File: config.mk
export PLATFORM = sky130hd
export DESIGN_NAME = game_ctrl_fsm_flat
export DESIGN_NICKNAME = d
export VERILOG_FILES = /design/src/rtl/game_ctrl_pkg.sv /design/src/rtl/game_ctrl_fsm_if.sv /design/src/rtl/game_ctrl_fsm_flash_timer.sv /design/src/rtl/game_ctrl_fsm.sv /design/src/flat_wrapper.sv
export SDC_FILE = /design/constraint.sdc
export NUM_CORES = 1
export LEC_CHECK = 0
export BUFFER_PORTS_ARGS = -buffer_cell sky130_fd_sc_hd__buf_2
export CAP_MARGIN = 20
export CORE_ASPECT_RATIO = 0.9
export CORE_MARGIN = 2
export CORE_UTILIZATION = 30
export CTS_CLUSTER_SIZE = 14
export DETAILED_ROUTE_END_ITERATION = 6
export GPL_TIMING_DRIVEN = 0
export MAX_ROUTING_LAYER = met4
export PLACE_DENSITY_LB_ADDON = 0.08
export SLEW_MARGIN = 25
export SYNTH_ARGS = -nofsm -noshare
export SYNTH_HDL_FRONTEND = slang
export SYNTH_SLANG_ARGS = --single-unit
File: constraint.sdc
create_clock -name CLK_50M -period 4.9 [get_ports CLK_50M]
set_input_delay 0.98 -clock CLK_50M [delete_from_list [all_inputs] [get_ports CLK_50M]]
set_output_delay 0.98 -clock CLK_50M [all_outputs]
set_load 0.02 [all_outputs]
File: src/rtl/game_ctrl_pkg.sv
// Shared state codes and width helpers for the snake game-flow controller.
package game_ctrl_pkg;

  localparam int GS_W = 3;

  localparam logic [GS_W-1:0] ST_RESTART = 3'd0;
  localparam logic [GS_W-1:0] ST_START   = 3'd1;
  localparam logic [GS_W-1:0] ST_PLAY    = 3'd2;
  localparam logic [GS_W-1:0] ST_DIE     = 3'd3;
  localparam logic [GS_W-1:0] ST_OVER    = 3'd4;
  localparam logic [GS_W-1:0] ST_PAUSE   = 3'd5;

  function automatic int die_cycles(input int half, input int toggles);
    return half * (toggles + 2);
  endfunction

  function automatic int lives_width(input int lives);
    return $clog2(lives + 1);
  endfunction

  // The counter also times RESTART, so make sure that count fits too.
  function automatic int cnt_width(input int die, input int rst_cycles);
    int w;
    int r;
    w = $clog2(die);
    r = $clog2(rst_cycles + 1);
    if (r > w) w = r;
    if (w < 1) w = 1;
    return w;
  endfunction

endpackage

File: src/rtl/game_ctrl_fsm_if.sv
// Key/collision inputs and status outputs of the game-flow controller.
interface game_ctrl_fsm_if #(
  parameter int NUM_KEYS = 4,
  parameter int LIVES_W  = 2
);
  import game_ctrl_pkg::*;

  logic [NUM_KEYS-1:0] key_press;
  logic                pause_key;
  logic                hit_wall;
  logic                hit_body;
  logic [GS_W-1:0]     game_status;
  logic                die_flash;
  logic                restart;
  logic [LIVES_W-1:0]  lives_left;
  logic                game_over;

  modport master (
    output key_press, pause_key, hit_wall, hit_body,
    input  game_status, die_flash, restart, lives_left, game_over
  );

  modport slave (
    input  key_press, pause_key, hit_wall, hit_body,
    output game_status, die_flash, restart, lives_left, game_over
  );
endinterface

File: src/rtl/game_ctrl_fsm_flash_timer.sv
// Shared DIE/RESTART/PAUSE counter with a half-period phase strobe and terminal flag.
module flash_timer #(
  parameter int HALF = 4,
  parameter int TERM = 32,
  parameter int CW   = 5
) (
  input  logic          clk,
  input  logic          rst,
  input  logic          clr,
  input  logic          run,
  output logic [CW-1:0] cnt,
  output logic          strobe,
  output logic          term
);
  localparam int PW = (HALF > 1) ? $clog2(HALF) : 1;

  // Separate phase counter avoids a modulo on cnt for non-power-of-2 HALF.
  logic [PW-1:0] ph;
  logic          ph_last;

  assign ph_last = (ph == PW'(HALF - 1));

  always_ff @(posedge clk or posedge rst) begin
    if (rst) begin
      cnt <= '0;
      ph  <= '0;
    end else if (clr) begin
      cnt <= '0;
      ph  <= '0;
    end else if (run) begin
      cnt <= cnt + 1'b1;
      ph  <= ph_last ? '0 : ph + 1'b1;
    end
  end

  assign strobe = ph_last;
  assign term   = (cnt == CW'(TERM - 1));
endmodule

File: src/rtl/game_ctrl_fsm.sv
// Snake game-flow FSM: START/PLAY/DIE/RESTART/OVER with lives and flash timing.
// Optional PAUSE state is built when GAME_CTRL_PAUSE_EN is defined.
module game_ctrl_fsm
  import game_ctrl_pkg::*;
#(
  parameter int NUM_KEYS          = 4,
  parameter int LIVES             = 3,
  parameter int RESTART_CYCLES    = 6,
  parameter int FLASH_HALF_CYCLES = 25_000_000,
  parameter int FLASH_TOGGLES     = 6
) (
  input logic          CLK_50M,
  input logic          RST,
  game_ctrl_fsm_if.slave bus
);
  localparam int LIVES_W    = lives_width(LIVES);
  localparam int DIE_CYCLES = die_cycles(FLASH_HALF_CYCLES, FLASH_TOGGLES);
  localparam int CW         = cnt_width(DIE_CYCLES, RESTART_CYCLES);
  localparam int FLASH_END  = FLASH_HALF_CYCLES * FLASH_TOGGLES;

  logic [GS_W-1:0]     state, state_d;
  logic                flash, flash_d;
  logic                restart, restart_d;
  logic [LIVES_W-1:0]  lives, lives_d;
  logic                over, over_d;

  logic [NUM_KEYS-1:0] keys;
  logic                any_key, hit, run, clr;
  logic [CW-1:0]       cnt;
  logic                strobe, term;

  assign keys    = bus.key_press;
  assign any_key = |keys;
  assign hit     = bus.hit_wall | bus.hit_body;

`ifndef GAME_CTRL_PAUSE_EN
  logic unused_pause;
  assign unused_pause = bus.pause_key;
`endif

  always_comb begin
    state_d   = state;
    flash_d   = flash;
    restart_d = restart;
    lives_d   = lives;
    over_d    = over;
    case (state)
      ST_START: if (any_key) state_d = ST_PLAY;
      ST_PLAY: begin
        if (hit) begin
          state_d = ST_DIE;
          if (lives != '0) lives_d = lives - 1'b1;
        end
`ifdef GAME_CTRL_PAUSE_EN
        else if (bus.pause_key) state_d = ST_PAUSE;
`endif
      end
      ST_DIE: begin
        if (term) begin
          flash_d = 1'b1;
          state_d = (lives != '0) ? ST_RESTART : ST_OVER;
          over_d  = (lives == '0);
        end else if (strobe && (cnt < CW'(FLASH_END))) begin
          flash_d = ~flash;
        end
      end
      ST_RESTART: begin
        if (cnt == CW'(RESTART_CYCLES)) begin
          restart_d = 1'b0;
          state_d   = ST_START;
        end else begin
          restart_d = 1'b1;
        end
      end
      ST_OVER: begin
        over_d  = 1'b1;
        flash_d = 1'b1;
        if (any_key) begin
          state_d = ST_RESTART;
          lives_d = LIVES_W'(LIVES);
          over_d  = 1'b0;
        end
      end
`ifdef GAME_CTRL_PAUSE_EN
      ST_PAUSE: begin
        if (bus.pause_key) begin
          state_d = ST_PLAY;
          flash_d = 1'b1;
        end else if (strobe) begin
          flash_d = ~flash;
        end
      end
`endif
      default: begin
        state_d   = ST_START;
        flash_d   = 1'b1;
        restart_d = 1'b0;
        over_d    = 1'b0;
      end
    endcase
  end

  // Counter only advances while staying in a timed state; any exit clears it.
  always_comb begin
    run = 1'b0;
    if (state_d == state) begin
      case (state)
        ST_DIE, ST_RESTART: run = 1'b1;
`ifdef GAME_CTRL_PAUSE_EN
        ST_PAUSE:           run = 1'b1;
`endif
        default:            run = 1'b0;
      endcase
    end
  end
  assign clr = ~run;

  flash_timer #(
    .HALF (FLASH_HALF_CYCLES),
    .TERM (DIE_CYCLES),
    .CW   (CW)
  ) u_timer (
    .clk    (CLK_50M),
    .rst    (RST),
    .clr    (clr),
    .run    (run),
    .cnt    (cnt),
    .strobe (strobe),
    .term   (term)
  );

  always_ff @(posedge CLK_50M or posedge RST) begin
    if (RST) begin
      state   <= ST_START;
      flash   <= 1'b1;
      restart <= 1'b0;
      lives   <= LIVES_W'(LIVES);
      over    <= 1'b0;
    end else begin
      state   <= state_d;
      flash   <= flash_d;
      restart <= restart_d;
      lives   <= lives_d;
      over    <= over_d;
    end
  end

  assign bus.game_status = state;
  assign bus.die_flash   = flash;
  assign bus.restart     = restart;
  assign bus.lives_left  = lives;
  assign bus.game_over   = over;
endmodule

File: src/flat_wrapper.sv
// flat-port wrapper written by rule: the top's interface ports become plain ports
module game_ctrl_fsm_flat import game_ctrl_pkg::*;
#(
  parameter int NUM_KEYS          = 4,
  parameter int LIVES             = 3,
  parameter int RESTART_CYCLES    = 6,
  parameter int FLASH_HALF_CYCLES = 25_000_000,
  parameter int FLASH_TOGGLES     = 6
)
  (CLK_50M, RST, bus_key_press, bus_pause_key, bus_hit_wall, bus_hit_body, bus_game_status, bus_die_flash, bus_restart, bus_lives_left, bus_game_over);
  game_ctrl_fsm_if #(.NUM_KEYS(NUM_KEYS), .LIVES_W(2)) bus_i ();
  input logic CLK_50M;
  input logic RST;
  input wire logic [$bits(bus_i.key_press)-1:0] bus_key_press;
  input wire logic [$bits(bus_i.pause_key)-1:0] bus_pause_key;
  input wire logic [$bits(bus_i.hit_wall)-1:0] bus_hit_wall;
  input wire logic [$bits(bus_i.hit_body)-1:0] bus_hit_body;
  output wire logic [$bits(bus_i.game_status)-1:0] bus_game_status;
  output wire logic [$bits(bus_i.die_flash)-1:0] bus_die_flash;
  output wire logic [$bits(bus_i.restart)-1:0] bus_restart;
  output wire logic [$bits(bus_i.lives_left)-1:0] bus_lives_left;
  output wire logic [$bits(bus_i.game_over)-1:0] bus_game_over;
  assign bus_i.key_press = bus_key_press;
  assign bus_i.pause_key = bus_pause_key;
  assign bus_i.hit_wall = bus_hit_wall;
  assign bus_i.hit_body = bus_hit_body;
  assign bus_game_status = bus_i.game_status;
  assign bus_die_flash = bus_i.die_flash;
  assign bus_restart = bus_i.restart;
  assign bus_lives_left = bus_i.lives_left;
  assign bus_game_over = bus_i.game_over;
  game_ctrl_fsm #(.NUM_KEYS(NUM_KEYS), .LIVES(LIVES), .RESTART_CYCLES(RESTART_CYCLES), .FLASH_HALF_CYCLES(FLASH_HALF_CYCLES), .FLASH_TOGGLES(FLASH_TOGGLES)) u_core (.CLK_50M(CLK_50M), .RST(RST), .bus(bus_i));
endmodule
* After elaboration in Yosys (flattened, before gate mapping)
Index checks and enable logic that the tools add are counted.
W data, S select, Z words.
** Cells by class
- Add/subtract/negate cells :: 3
- Order comparisons :: 1
- Equality and inequality tests :: 13
- Mux-type cells :: 24
- Bitwise operators :: 3
- Reduce and logical (&&, ||, !) cells :: 12
** Operators with widths (count)
- $mux W25 :: 2
- $add A28 B1 Y28 const B :: 1
- $eq A28 B28 Y1 const B :: 1
- $eq A28 B3 Y1 const B :: 1
- $lt A28 B28 Y1 const B :: 1
- $mux W28 :: 1
- $add A25 B1 Y25 const B :: 1
- $eq A25 B25 Y1 const B :: 1
- $mux W3 :: 6
- $pmux W3 S5 :: 1
- $ne A2 B1 Y1 const B :: 4
- $reduce_or A4 Y1 :: 2
- $mux W1 :: 7
- $eq A3 B2 Y1 const B :: 2
- $mux W2 :: 3
- $pmux W1 S2 :: 2
- $pmux W2 S2 :: 1
- $reduce_and A2 Y1 :: 2
- $reduce_and A4 Y1 :: 1
- $reduce_bool A2 Y1 :: 2
- $eq A3 B1 Y1 const B :: 1
- $eq A3 B3 Y1 :: 1
- $eq A3 B3 Y1 const B :: 1
- $logic_not A3 Y1 :: 1
- 9 further kinds :: 10
** Storage, ports and cells
- Bits in registers :: 61
- Output and inout port bits :: 8
- Word-level logic and storage cells :: 63

* Logic depth before layout (Yosys ltp)
Gate-level depths: netlist of run 1.
- Word-level depth :: 7
- Mapped depth :: 9
- Gate-level depth less buffers :: 7

* Modules after synthesis
From an unflattened synthesis of run 1, not the netlist that was laid out.
** Unflattened totals
- Cell total of the unflattened synthesis :: 373
- Area, all modules :: 3350.7 sq um
** Modules (own cells, without submodules)
- flash_timer :: times used 1, cells an instance 300, area an instance 2762.6 sq um, seq. area each 1326.3 sq um
- game_ctrl_fsm :: times used 1, cells an instance 73, area an instance 588.1 sq um, seq. area each 205.2 sq um

* Worst setup path after synthesis of run 1
Ideal clock, no wire load.
- Path type :: input -> register
- Start point :: input bus_key_press[1]
- End point :: register u_core.u_timer.cnt[17]
- Library setup time :: 118 ps
- Arrival :: 2376 ps
- Data required time :: 4782 ps
- Setup slack :: 2406 ps
- Cell stages on the path :: 7
- Path buffers :: 2
- Path through :: or4_4 -> o221a_2 -> o31a_1 -> a21oi_2 -> buf_4 -> buf_6 -> nor2_1
** On the way
- Cells in the longest elaborated chain, start to end :: 6
- Elaborated cells on any way between the ends :: 7
- Classes of those cells :: eq/ne (1); mux (5); reduce/logical (1)
** Ends and longest elaborated chain
- start: declaration :: line flat_wrapper.sv:14 : input wire logic [$bits(bus_i.key_press)-1:0] bus_key_press;
- $reduce_or A4 Y1 (*) :: line game_ctrl_fsm.sv:33 : assign any_key = |keys;
- $mux W3, on equally long branches :: line game_ctrl_fsm.sv:78, game_ctrl_fsm.sv:48
- $pmux W3 S5 (*) :: line game_ctrl_fsm.sv:47 : case (state)
- $eq A3 B3 Y1 (*) :: line game_ctrl_fsm.sv:106 : if (state_d == state) begin
- $mux W1 (*) :: line game_ctrl_fsm.sv:106
- $mux W28 (*) :: line game_ctrl_fsm_flash_timer.sv:27 : end else if (clr) begin
- end signal: assignment :: line game_ctrl_fsm_flash_timer.sv:31 : cnt <= cnt + 1'b1;
- end: declaration :: line game_ctrl_fsm_flash_timer.sv:11 : output logic [CW-1:0] cnt,
Every way passes the cells marked *; elsewhere a longest branch is shown, timed or not.
A chain may end at the register's enable or synchronous reset.

* Final worst setup path of run 1
- Start point :: input bus_key_press[1]
- End point :: register u_core.u_timer.cnt[0]
The elaborated chain is that of the path after synthesis.

==> impl_metrics.yaml, run 1 <==
synth:
  syn_area_sq_um: 3230
  synth_area_leader_cell: "dfrtp_1"
  syn_avg_cell_area_sq_um: 9.45
  yosys.area_share.simple_pct: 28.3
  yosys.area.top_type_share_pct: 44.1
  netlist_instances: 342
  synth_fa_ha_area_share_pct: 1.55
  syn_nets: 355
  ys_seq_area_share_pct: 47.4
  ys_warn_count: 0
  synth_compound_area_share_pct: 6.70
  synth_top_family_by_area: "simple AND/OR/NAND/NOR gates"
  ys_seq_elements: 61
  synthXorXnorAreaFrac_pct: 12.2
  synth_mux_area_share_pct: 0
  synth_area_leaders: "dfrtp_1 44%, xnor2_1 6.8%, xor2_1 5.4%, nor3_1 5.0%, nor2_1 4.8%"
  ys_types: 46
sta:
  rsz0062_at_grt: "no"
  hold_viol: 0
  final_max_slew_viol_count: 0
  min_period_over_period_pct: 50.5
  fin_tns_setup_ns: 0
  maxSlewHeadroom_pct: 56.0
  post-route-min-period_ns: 2.48
  tightest_slew_ns: 0.651
  setup_viol: 0
  finalClockSkew_ns: 0.00356
  fmax_ghz: 0.404
placement:
  portBuffers: 15
  hpwl_mm: 5.27
  gp_congestion: 0.761
  dpl_cell_area_sq_um: 3490
clock_tree:
  cts_root_buf: "clkbuf_16"
  post_cts_buffers: 0
  clkSinkCount: 61
  clk_latency_ns: 0.32
  cts.clk_slew.worst_paths_ns: 0.05
  clk_path_buf_depth: 2
  post_cts_resized: 0
  hold_buffers: 0
  cts_buffers: 9
  htreeDepth: 3
  cts_tree: "yes"
detailed_routing:
  drtAntennaViolNets: 0
  avgViaCountPerCell: 5.08
  wire_per_inst_um: 15.3
  wirelength_mm: 7.66
  num_vias: 2546
  firstDrtPassIters: 4
  first_iter_violations: 140
  drc: 0
power_and_ir_drop:
  leakagePower_nw: 1.59
  p_clk_share_pct: 39.8
  power_density_nw_per_um2: 384
  switchingPower_uw: 417
  swShare_pct: 28.8
  seq_power_share_pct: 42.6
  power.internal_mw: 1.03
  power_frac_comb_pct: 17.7
  irDropWorstVdd_v: 0.000146
run_status:
  outcome: "completed"
floorplanning:
  coreArea_sq_um: 10400
  start_util_pct: 31.2
  ioPinCount: 17
  fp.dieW_um: 113
  die_h_um: 102
  num_rows: 35
  die-area_sq_um: 11600
grt:
  grtUsageMet2_pct: 21.4
  grt_pass1_wl_mm: 12.8
  track_usage_pct: 14.7
  first_global_vias: 2488
  gr-max-usage-layer: "met2"
  use_met3_pct: 3.68
  grt_use_met1_pct: 20.1
  antenna_found_initial: 0
  grt_max_degree: 34
  gr-total-overflow: 0
critical_path:
  start_kind: "input port"
  end_kind: "register"
  path_class: "input port to register"
  cp.arrival_ns: 2.68
  required_ns: 5.11
  cp_max_fo: 10
layout:
  area_delta_synth_final_pct: 16.3
  nFillCells: 1075
  layout_commonest_cell: "dfrtp_1"
  design_area_sq_um: 3760
  drive_gt1_share_pct: 15.9
  diodes: 0
  register_area_sq_um: 1530
  multi_input_area_sq_um: 1570
  final_cell_mix: "57 x dfrtp_1, 41 x nor2_1, 32 x nor3_1"
  nets: 382
job:
  max_cap_violations: 0
min_path:
  min_path_type: "register to register"
[synthesized netlist by cell type, drive strengths merged]
cell type / instances
dfrtp: 57
nor2: 41
nor3: 36
xnor2: 25
nand3: 22
xor2: 20
nand2: 18
buf: 13
inv: 13
nand4: 13
nor4: 12
a21oi: 10
o21ai: 9
and3: 8
or3: 6
dfstp: 4
ha: 4
a31oi: 3
and2: 3
nor4b: 3
and4: 2
nor3b: 2
o31a: 2
or4: 2
a2111o: 1
a211oi: 1
a21o: 1
a31o: 1
clkbuf: 1
nand2b: 1
nand3b: 1
nor2b: 1
nor4bb: 1
o211ai: 1
o21bai: 1
o221a: 1
o311ai: 1
o31ai: 1
[critical path, cell delays in order]
cell     delay [ns]
buf_2          0.10
or4_4          0.56
o221a_2        0.29
o31a_1         0.15
a21oi_2        0.17
buf_4          0.20
buf_6          0.17
nor2_1         0.06
[logic make-up (layout without fill, tap and decap cells)]
| group | after synthesis | count (layout) |
|---|---|---|
| xor gates and xnor gates | 45 | 45 |
| DFF | 61 | 61 |
| and+or+nand+nor | 172 | 172 |
| AOI/OAI and AO/OA | 33 | 33 |
| adders and majority gates | 4 | 4 |
| buffers and inverters | 27 | 57 |
[power by group through the flow]
stage	clock network (mW)	logic [mW]	registers, mW
6_report	0.574	0.256	0.615
5_1_grt	0.617	0.293	0.623
4_1_cts	0.598	0.264	0.615
3_5_place_dp	0	0.262	0.623
3_3_place_gp	0	0.255	0.621
2_1_floorplan	0	0.175	0.625
[sequential cells by signal, summed over array words and instances (netlist names)]
name                    count
u_core.u_timer.cnt         28
u_core.u_timer.ph          25
u_core.bus.game_status      3
u_core.bus.lives_left       2
u_core.bus.die_flash        1
u_core.bus.game_over        1
u_core.bus.restart          1
[stage by stage]
| stage | util (%) | hold slack [ns] | cells | setup slack [ns] | total power, mW |
|---|---|---|---|---|---|
| finish | 36.2 | 0.460 | 501 | 2.42 | 1.44 |
| global route | 36.2 | 0.505 | 501 | 2.34 | 1.53 |
| CTS | 36.2 | 0.472 | 501 | 2.41 | 1.48 |
| detailed placement | 33.6 | 0.466 | 487 | 2.06 | 0.885 |
| global placement | 33.4 | 0.461 | 486 | 1.39 | 0.877 |
| floorplan | - | 0.435 | 342 | 2.41 | 0.801 |
[metal layers]
layer	routed length [um]	part of all wire, %
met1	4040	53
met2	3250	42
met3	256	3.3
met4	108	1.4
met5	0	0
[path summary, 6_finish.rpt]
path,start,to,slack [ns],depth (start not counted)
max,bus_key_press[1],u_core.u_timer.cnt[0],2.42,8
min reg2reg,u_core.u_timer.ph[0],u_core.u_timer.ph[0],0.46,1
min,u_core.u_timer.ph[0],u_core.u_timer.ph[0],0.46,1
min in group asynchronous,RST,u_core.u_timer.ph[12],0.65,2
max reg2reg,u_core.u_timer.cnt[0],u_core.u_timer.cnt[0],2.54,9
max in group asynchronous,RST,u_core.bus.die_flash,3.66,3
[area by class of cell]
cell class | instances | area share, %
sequential | 61 | 40.7
buffer | 14 | 2.10
inverter | 13 | 1.36
tap | 129 | 4.29
clock inverter | 2 | 0.266
clock buffer | 12 | 6.82
multi-input combinational | 254 | 41.9
timing repair buffer | 16 | 2.53
No activity file was read; power rests on OpenSTA's default activity.
==> run 2, diff against run 1 <==
==> constraint.sdc (replaced) <==
create_clock -name CLK_50M -period 2.13 [get_ports CLK_50M]
set_input_delay 0.426 -clock CLK_50M [delete_from_list [all_inputs] [get_ports CLK_50M]]
set_output_delay 0.426 -clock CLK_50M [all_outputs]
set_load 0.02 [all_outputs]
==> impl_metrics.yaml, run 2 (synthesis results as in run 1) <==
layout:
  largest_reg_flops: 28
  drive_gt1_share_pct: 19.9
  multi_input_area_sq_um: 1660
  area_delta_synth_final_pct: 21.7
  nets: 391
  layout_commonest_cell: "dfrtp_1"
  diodes: 0
  post-route-util_pct: 37.9
  register_area_sq_um: 1530
  final_cell_mix: "57 x dfrtp_1, 40 x nor2_1, 31 x nor3_1"
  largest-register: "u_core.u_timer.cnt"
  nFillCells: 1061
detailed_routing:
  avgViaCountPerCell: 5.08
  drtAntennaViolNets: 0
  wirelength_mm: 7.68
  num_vias: 2592
  drc: 0
  firstDrtPassIters: 4
  wire_per_inst_um: 15.1
  first_iter_violations: 139
clock_tree:
  cts_tree: "yes"
  cts_buffers: 9
  htreeDepth: 3
  clk_latency_ns: 0.32
  clkSinkCount: 61
  cts_root_buf: "clkbuf_16"
  clk_path_buf_depth: 2
  cts.clk_slew.worst_paths_ns: 0.05
power_and_ir_drop:
  irDropWorstVdd_v: 0.000338
  leakagePower_nw: 1.68
  power_density_nw_per_um2: 886
critical_path:
  reg2regPathDepth: 6
  worstReg2RegStart: "u_core.u_timer.ph[16]"
  cp-startpoint: "u_core.u_timer.ph[16]"
  cp.arrival_ns: 2.25
  path_class: "register to register"
  end_kind: "register"
  cp-endpoint: "u_core.u_timer.ph[12]"
  timing.rr.end: "u_core.u_timer.ph[12]"
  cp_max_fo: 10
  required_ns: 2.34
  start_kind: "register"
  r2r_setup_slack_ns: 0.09
sta:
  min_period_over_period_pct: 95.9
  maxSlewHeadroom_pct: 64.6
  setup_viol: 0
  rsz0062_at_grt: "yes"
  tightest_slew_ns: 0.526
  whs_ns: 0.0972
  fmax_ghz: 0.489
  fin_tns_setup_ns: 0
  finalClockSkew_ns: 0.00337
  hold_viol: 0
  post-route-min-period_ns: 2.04
  final_max_slew_viol_count: 0
run_status:
  outcome: "completed"
grt:
  gr-total-overflow: 0
  first_global_vias: 2502
  grt_max_degree: 34
  antenna_found_initial: 0
  track_usage_pct: 14.9
  grt_pass1_wl_mm: 12.9
floorplanning:
  start_util_pct: 31.2
  coreArea_sq_um: 10400
  fp.dieW_um: 113
  num_rows: 35
  die_h_um: 102
  die-area_sq_um: 11600
  ioPinCount: 17
min_path:
  min_path_type: "input port to asynchronous set/reset pin"
placement:
  gp_congestion: 0.761
  hpwl_mm: 5.27
  portBuffers: 15
job:
  max_cap_violations: 0
==> run 2: how the worst min path moves through the flow <==
stage,startpoint,to,slack (ns),depth (start not counted)
after floorplan,u_core.u_timer.ph[0],u_core.u_timer.ph[0],0.43,1
after global placement,u_core.u_timer.ph[0],u_core.u_timer.ph[0],0.46,1
after detailed placement,RST,u_core.u_timer.ph[19],0.46,2
after CTS,RST,u_core.u_timer.ph[19],0.11,2
after global routing,RST,u_core.u_timer.ph[12],0.13,2
final,RST,u_core.u_timer.ph[12],0.1,2
==> run 2: worst max-delay path, cell delays in order (launching register included) <==
cell and delay [ns]:
dfrtp_1 0.41, nor4bb_1 0.33, nand4_1 0.21, o31a_1 0.33, o21ai_2 0.27, clkbuf_4 0.28
nor3_1 0.08
==> run 2: metrics by stage <==
| stage | setup slack [ns] | cell area (sq um) | cells | power [mW] |
|---|---|---|---|---|
| 2_1_floorplan | 0.190 | 3230 | 342 | 1.84 |
| 3_3_place_gp | -0.831 | 3470 | 486 | 2.02 |
| 3_5_place_dp | -0.234 | 3490 | 487 | 2.04 |
| 4_1_cts | 0.0106 | 3840 | 506 | 3.49 |
| 5_1_grt | -0.0391 | 3930 | 510 | 3.69 |
| 6_report | 0.0869 | 3930 | 510 | 3.48 |
==> run 2: what timing repair did <==
action,in CTS,in global routing
endpoints found under the setup margin,53,48
hold buffers,0,0
buffers inserted,5,4
pin swaps,1,8
endpoints found under the hold margin,0,0
gates resized for setup,9,13
==> run 2: power by group <==
group          switching [mW]  total, mW  internal [mW]
combinational           0.387      0.732          0.344
sequential              0.123       1.42           1.30
clock                   0.497       1.33          0.833
total                    1.01       3.48           2.48
==> run 2: layer usage <==
metal / track usage [%] / vias up / wire length [um] / share of wire, %
li1: - / 1288 / - / -
met5: - / - / 0 / 0
met3: 3.68 / 11 / 293 / 3.8
met4: 5.07 / 0 / 108 / 1.4
met1: 20.3 / 1247 / 3960 / 52
met2: 21.7 / 46 / 3320 / 43
==> run 2: final cells by class <==
type	count	area share, %
flip-flops and latches	61	38.9
clock inverters	2	0.254
plain buffers	14	2.51
clock buffers	12	6.52
inverters	13	1.30
multi-input cells	254	42.2
well taps	129	4.10
repair buffers	25	4.13
